--- config.mk ---
export PLATFORM = sky130hd
export DESIGN_NAME = dataram_master_flat
export DESIGN_NICKNAME = d
export VERILOG_FILES = /design/src/rtl/dataram_master_if.sv /design/src/rtl/dataram_master.sv /design/src/flat_wrapper.sv
export SDC_FILE = /design/constraint.sdc
export NUM_CORES = 1
export LEC_CHECK = 0
export ABC_AREA = 1
export CAP_MARGIN = 15
export CORE_UTILIZATION = 50
export CTS_BUF_LIST = sky130_fd_sc_hd__clkbuf_8
export CTS_CLUSTER_DIAMETER = 30
export CTS_CLUSTER_SIZE = 14
export DETAILED_ROUTE_END_ITERATION = 6
export PLACE_DENSITY = 0.78
export SLEW_MARGIN = 20
export SYNTH_ARGS = -nofsm -noshare
export SYNTH_HDL_FRONTEND = slang
export SYNTH_SLANG_ARGS = --single-unit
--- constraint.sdc ---
create_clock -name clk -period 2.9 [get_ports clk]
set_clock_uncertainty 0.2 [all_clocks]
set_input_delay 0.435 -clock clk [delete_from_list [all_inputs] [get_ports clk]]
set_output_delay 0.435 -clock clk [all_outputs]
set_load 0.01 [all_outputs]
--- src/rtl/dataram_master_if.sv ---
// Pin-level bus between the data RAM access sequencer (master) and the 8051 internal data RAM (slave).
// Chip select is active low; rw high means read; bb high means byte access.
interface dataram_master_if;
    logic       mem_cs_n;
    logic       mem_rw;
    logic       mem_bb;
    logic [7:0] mem_addr;
    logic [7:0] mem_pos;
    logic [7:0] mem_din;
    logic       mem_bin;
    logic [7:0] mem_dout;
    logic       mem_bout;

    modport master (
        output mem_cs_n, mem_rw, mem_bb, mem_addr, mem_pos, mem_din, mem_bin,
        input  mem_dout, mem_bout
    );

    modport slave (
        input  mem_cs_n, mem_rw, mem_bb, mem_addr, mem_pos, mem_din, mem_bin,
        output mem_dout, mem_bout
    );
endinterface

--- src/rtl/dataram_master.sv ---
// Sequences byte/bit read, write and read-modify-write ops into the 8051 internal data RAM.
// Latency accept-to-done: error 1, write 2, read RD_CYCLES+1, RMW RD_CYCLES+2 cycles.
// No backpressure: start is ignored while busy, one op in flight, done is a single-cycle pulse.
module dataram_master #(
    parameter int RD_CYCLES = 2
) (
    input  logic       clk,
    input  logic       rst,
    input  logic       start,
    input  logic [2:0] op,
    input  logic       use_rn,
    input  logic [1:0] rs,
    input  logic [2:0] rn,
    input  logic [7:0] addr_in,
    input  logic [7:0] wdata,
    input  logic       wbit,
    output logic       busy,
    output logic       done,
    output logic       err,
    output logic [7:0] rdata,
    output logic       rbit,
    dataram_master_if.master mem
);

    localparam logic [2:0] OP_RDB    = 3'b000;
    localparam logic [2:0] OP_WRB    = 3'b001;
    localparam logic [2:0] OP_RDBIT  = 3'b010;
    localparam logic [2:0] OP_WRBIT  = 3'b011;
    localparam logic [2:0] OP_CPLBIT = 3'b100;
    localparam logic [2:0] OP_INCB   = 3'b101;
    localparam logic [2:0] OP_DECB   = 3'b110;
    localparam logic [2:0] OP_RSV    = 3'b111;

    localparam logic [7:0] RD_LAST = 8'(RD_CYCLES - 1);

    typedef enum logic [1:0] {
        IDLE,
        RD,
        WR,
        DONE
    } state_t;

    state_t     state;
    logic [2:0] op_q;
    logic [7:0] rd_cnt;
    logic       bit_op;
    logic       bad_op;
    logic       wr_only;

    assign bit_op  = (op == OP_RDBIT) || (op == OP_WRBIT) || (op == OP_CPLBIT);
    assign bad_op  = (op == OP_RSV) || (bit_op && addr_in[7]);
    assign wr_only = (op == OP_WRB) || (op == OP_WRBIT);

    always_ff @(posedge clk) begin
        if (rst) begin
            state        <= IDLE;
            op_q         <= OP_RDB;
            rd_cnt       <= 8'd0;
            busy         <= 1'b0;
            done         <= 1'b0;
            err          <= 1'b0;
            rdata        <= 8'd0;
            rbit         <= 1'b0;
            mem.mem_cs_n <= 1'b1;
            mem.mem_rw   <= 1'b1;
            mem.mem_bb   <= 1'b1;
            mem.mem_addr <= 8'd0;
            mem.mem_pos  <= 8'd0;
            mem.mem_din  <= 8'd0;
            mem.mem_bin  <= 1'b0;
        end else begin
            done <= 1'b0;
            err  <= 1'b0;
            case (state)
                IDLE: begin
                    if (start) begin
                        op_q <= op;
                        busy <= 1'b1;
                        if (bad_op) begin
                            // Rejected ops finish immediately without touching the RAM pins.
                            state <= DONE;
                            done  <= 1'b1;
                            err   <= 1'b1;
                        end else begin
                            // Bit address: 0x00-0x7F map onto bytes 0x20-0x2F, eight bits each.
                            if (bit_op) begin
                                mem.mem_addr <= 8'h20 + {4'b0000, addr_in[6:3]};
                                mem.mem_pos  <= 8'd1 << addr_in[2:0];
                            end else begin
                                mem.mem_addr <= use_rn ? {3'b000, rs, rn} : addr_in;
                                mem.mem_pos  <= 8'd0;
                            end
                            mem.mem_bb   <= ~bit_op;
                            mem.mem_din  <= wdata;
                            mem.mem_bin  <= wbit;
                            mem.mem_cs_n <= 1'b0;
                            rd_cnt       <= 8'd0;
                            if (wr_only) begin
                                state      <= WR;
                                mem.mem_rw <= 1'b0;
                            end else begin
                                state      <= RD;
                                mem.mem_rw <= 1'b1;
                            end
                        end
                    end
                end

                RD: begin
                    if (rd_cnt == RD_LAST) begin
                        case (op_q)
                            OP_RDB: begin
                                rdata        <= mem.mem_dout;
                                state        <= DONE;
                                mem.mem_cs_n <= 1'b1;
                                done         <= 1'b1;
                            end
                            OP_RDBIT: begin
                                rbit         <= mem.mem_bout;
                                state        <= DONE;
                                mem.mem_cs_n <= 1'b1;
                                done         <= 1'b1;
                            end
                            OP_CPLBIT: begin
                                mem.mem_bin <= ~mem.mem_bout;
                                mem.mem_rw  <= 1'b0;
                                state       <= WR;
                            end
                            OP_INCB: begin
                                mem.mem_din <= mem.mem_dout + 8'd1;
                                mem.mem_rw  <= 1'b0;
                                state       <= WR;
                            end
                            default: begin
                                mem.mem_din <= mem.mem_dout - 8'd1;
                                mem.mem_rw  <= 1'b0;
                                state       <= WR;
                            end
                        endcase
                    end else begin
                        rd_cnt <= rd_cnt + 8'd1;
                    end
                end

                WR: begin
                    // RMW results are reported from the value just written.
                    if (op_q == OP_INCB || op_q == OP_DECB) begin
                        rdata <= mem.mem_din;
                    end
                    if (op_q == OP_CPLBIT) begin
                        rbit <= mem.mem_bin;
                    end
                    state        <= DONE;
                    mem.mem_cs_n <= 1'b1;
                    mem.mem_rw   <= 1'b1;
                    done         <= 1'b1;
                end

                default: begin
                    state <= IDLE;
                    busy  <= 1'b0;
                end
            endcase
        end
    end

endmodule

--- src/flat_wrapper.sv ---
// flat-port wrapper written by rule: the top's interface ports become plain ports
module dataram_master_flat 
#(
    parameter int RD_CYCLES = 2
)
  (clk, rst, start, op, use_rn, rs, rn, addr_in, wdata, wbit, busy, done, err, rdata, rbit, mem_mem_cs_n, mem_mem_rw, mem_mem_bb, mem_mem_addr, mem_mem_pos, mem_mem_din, mem_mem_bin, mem_mem_dout, mem_mem_bout);
  dataram_master_if mem_i ();
  input  logic clk;
  input  logic rst;
  input  logic start;
  input  logic [2:0] op;
  input  logic use_rn;
  input  logic [1:0] rs;
  input  logic [2:0] rn;
  input  logic [7:0] addr_in;
  input  logic [7:0] wdata;
  input  logic wbit;
  output logic busy;
  output logic done;
  output logic err;
  output logic [7:0] rdata;
  output logic rbit;
  output wire logic [$bits(mem_i.mem_cs_n)-1:0] mem_mem_cs_n;
  output wire logic [$bits(mem_i.mem_rw)-1:0] mem_mem_rw;
  output wire logic [$bits(mem_i.mem_bb)-1:0] mem_mem_bb;
  output wire logic [$bits(mem_i.mem_addr)-1:0] mem_mem_addr;
  output wire logic [$bits(mem_i.mem_pos)-1:0] mem_mem_pos;
  output wire logic [$bits(mem_i.mem_din)-1:0] mem_mem_din;
  output wire logic [$bits(mem_i.mem_bin)-1:0] mem_mem_bin;
  input wire logic [$bits(mem_i.mem_dout)-1:0] mem_mem_dout;
  input wire logic [$bits(mem_i.mem_bout)-1:0] mem_mem_bout;
  assign mem_mem_cs_n = mem_i.mem_cs_n;
  assign mem_mem_rw = mem_i.mem_rw;
  assign mem_mem_bb = mem_i.mem_bb;
  assign mem_mem_addr = mem_i.mem_addr;
  assign mem_mem_pos = mem_i.mem_pos;
  assign mem_mem_din = mem_i.mem_din;
  assign mem_mem_bin = mem_i.mem_bin;
  assign mem_i.mem_dout = mem_mem_dout;
  assign mem_i.mem_bout = mem_mem_bout;
  dataram_master #(.RD_CYCLES(RD_CYCLES)) u_core (.clk(clk), .rst(rst), .start(start), .op(op), .use_rn(use_rn), .rs(rs), .rn(rn), .addr_in(addr_in), .wdata(wdata), .wbit(wbit), .busy(busy), .done(done), .err(err), .rdata(rdata), .rbit(rbit), .mem(mem_i));
endmodule
==> flow_metrics.py <==
metrics = {
    "finish": {
        "antenna_cells": 0,
        "mostFrequentLayoutCell": "nand2_1",
        "regArea_sq_um": 1060,
        "nNetsFinal": 580,
        "layout-drive-gt1-share_pct": 5.87,
        "fill_cells": 564,
        "multi_input_area_sq_um": 1750,
        "final_cell_mix": "nand2_1, clkdlybuf4s50_1, nor2_1",
        "syn_to_final_growth_pct": 29.1,
    },
    "global_route": {
        "grt_first_pass_wirelength_mm": 13.0,
        "grt_use_total_pct": 25.7,
        "first_global_vias": 2986,
        "grt_antenna_before_repair": 0,
        "grt_overflow": 0,
        "grt_max_degree": 31,
    },
    "die": {
        "die_h_um": 80.3,
        "die_area_sq_um": 6440,
        "num_io_pins": 78,
        "die_w_um": 80.3,
        "start_util_pct": 51.7,
        "core_sq_um": 5920,
        "rows": 28,
    },
    "clock_tree": {
        "cts.clk_slew.worst_paths_ns": 0.10,
        "cts-htree-levels": 2,
        "cts_setup_buffers": 0,
        "cts_inserted_buffers": 5,
        "clk_latency_ns": 0.31,
        "ctsHoldBuffers": 0,
        "ctsResizeCount": 0,
        "cts-root-buf": "clkbuf_8",
        "clockBufferDepth": 2,
        "cts_sinks": 53,
        "cts_tree": "built",
    },
    "yosys": {
        "synth_area_leader_cell": "dfxtp_1",
        "synthTopCellsByArea": "dfxtp_1, nand2_1, a21oi_1",
        "synth-seq-area-share_pct": 34.6,
        "synth_top_area_share_pct": 34.6,
        "syn-cell-area_sq_um": 3060,
        "synth_fp_nets": 512,
        "syn_inst": 460,
        "synth_warnings": 0,
        "syn_area_per_cell_sq_um": 6.66,
        "synth_cell_type_count": 32,
        "ys_seq_elements": 53,
    },
    "power_and_ir_drop": {
        "p_sw_uw": 1170,
        "leakagePower_uw": 0.00170,
        "switching_share_pct": 40.3,
        "p_int_uw": 1730,
        "pwr-share-comb_pct": 48.0,
        "ir_worst_vdd_v": 0.000355,
        "pwr-share-seq_pct": 34.8,
        "p_clk_share_pct": 17.1,
        "powerDensity_nw_per_um2": 732,
    },
    "critical_path": {
        "crit_top_cell": "nand2_1",
        "cp-end-kind": "register",
        "arrival_ns": 2.58,
        "cp-start-kind": "register",
        "critPathMaxFanout": 10,
        "slowest_delay_ns": 0.54,
        "crit_type": "register to register",
        "required_ns": 2.88,
        "cp_slowest_cell": "ha_1",
        "crit_path_cell_trace": "inv_1, nand3_1, ha_1, nand2_1, inv_1, nand2_1, nand2_1, or2_2, nand3_1, nand2_1, nand2_1, a21oi_1",
    },
    "hold_path": {
        "hold_path.class": "register to register",
    },
    "route": {
        "first_pass_iters": 4,
        "drc_errors": 0,
        "drt_iter0_drc": 197,
        "vias": 3148,
        "wirelength_mm": 7.86,
        "antenna_left": 0,
        "via_per_inst": 5.22,
        "avgRoutedWirePerCell_um": 13.0,
    },
    "place": {
        "hpwl_mm": 5.95,
        "place_congestion": 0.915,
        "port_buffers": 77,
    },
    "run_status": {
        "status": "finished, final reports clean",
    },
    "sta": {
        "finalSetupViolCount": 0,
        "period_minus_slack_ns": 2.60,
        "final_max_slew_viol_count": 0,
        "tightest_slew_ns": 0.670,
        "grt_setup_unrepaired": "false",
        "maxSlewHeadroom_pct": 55.3,
        "setup_tns_ns": 0,
        "period_share_pct": 89.8,
        "hold_slack_ns": 0.269,
        "max_freq_ghz": 0.384,
        "hold_viol": 0,
    },
    "run": {
        "maxCapViolCount": 0,
    },
}
-- path summary, 6_finish.rpt --
kind	cells past startpoint	startpoint	slack, ns	endpoint
max	12	u_core.op_q[1]	0.30	u_core.mem.mem_din[3]
min	2	u_core.mem.mem_addr[1]	0.27	u_core.mem.mem_addr[1]
max reg2reg	12	u_core.op_q[1]	0.30	u_core.mem.mem_din[3]
min reg2reg	2	u_core.mem.mem_addr[1]	0.27	u_core.mem.mem_addr[1]
-- critical path, delay by kind of cell, from the launching register on --
| family | cells | cell delay [ns] |
|---|---|---|
| and+or+nand+nor | 8 | 1.11 |
| adders and majority gates | 1 | 0.54 |
| AOI/OAI and AO/OA | 1 | 0.07 |
| buffers and inverters | 2 | 0.20 |
| DFF | 1 | 0.35 |
-- metal layers --
layer | vias to the layer above | GRT usage, % | routed length, um | part of all wire [%]
met5 | - | 0 | 0 | 0
met4 | 0 | 8.57 | 132 | 1.7
met3 | 15 | 7.05 | 476 | 6.1
met2 | 85 | 45.8 | 3840 | 49
met1 | 1423 | 29.4 | 3410 | 43
li1 | 1625 | - | - | -
-- cell usage after synthesis, drive strengths merged --
cell	count
a211oi	1
a21oi	45
a22oi	1
buf	7
clkbuf	11
dfxtp	53
fa	1
ha	13
inv	44
mux2	7
nand2	124
nand3	29
nand3b	1
nand4	8
nor2	60
nor3	7
o21ai	37
o31ai	1
or2	3
xnor2	2
xor2	5
-- per-stage QoR --
step | cell area (sq um) | utilization, % | setup WS, ns | cells | power (uW)
final | 3960 | 66.8 | 0.296 | 603 | 2900
after detailed placement | 3850 | 65.0 | 0.268 | 596 | 2410
after CTS | 3960 | 66.8 | 0.350 | 603 | 2910
after global routing | 3960 | 66.8 | 0.0976 | 603 | 3110
after global placement | 3850 | 65.0 | 0.323 | 596 | 2370
after floorplan | 3060 | - | 0.743 | 460 | 1930
-- area by class of cell --
cell class | count | area share, %
Inverter | 44 | 4.18
Clock inverter | 2 | 0.886
Clock buffer | 5 | 1.74
Multi-Input combinational cell | 345 | 44.1
Sequential cell | 53 | 26.8
Tap cell | 75 | 2.37
Timing Repair Buffer | 79 | 19.9
-- kinds of logic after synthesis --
group / share of synthesized area (%)
AO/OA/AOI/OAI: 14.7
XOR/XNOR: 2.00
multiplexers: 2.57
AND/OR/NAND/NOR: 31.7
flip-flops: 34.6
adder cells (fa/ha/maj): 5.96
buffers and inverters: 8.37
-- flip-flops by register name, indices dropped and copies added (netlist names), 2 cells and up --
signal,cells
u_core.mem.mem_addr,8
u_core.mem.mem_din,8
u_core.mem.mem_pos,8
u_core.rd_cnt,8
u_core.rdata,8
u_core.op_q,3
u_core.state,2
-- power groups by stage --
stage | logic [uW] | registers [uW] | clock network, uW
CTS | 1390 | 1010 | 503
global route | 1550 | 1030 | 532
finish | 1390 | 1010 | 496
detailed placement | 1390 | 1020 | 0
global placement | 1350 | 1020 | 0
floorplan | 874 | 1060 | 0
(Power assumes the default switching activity.)
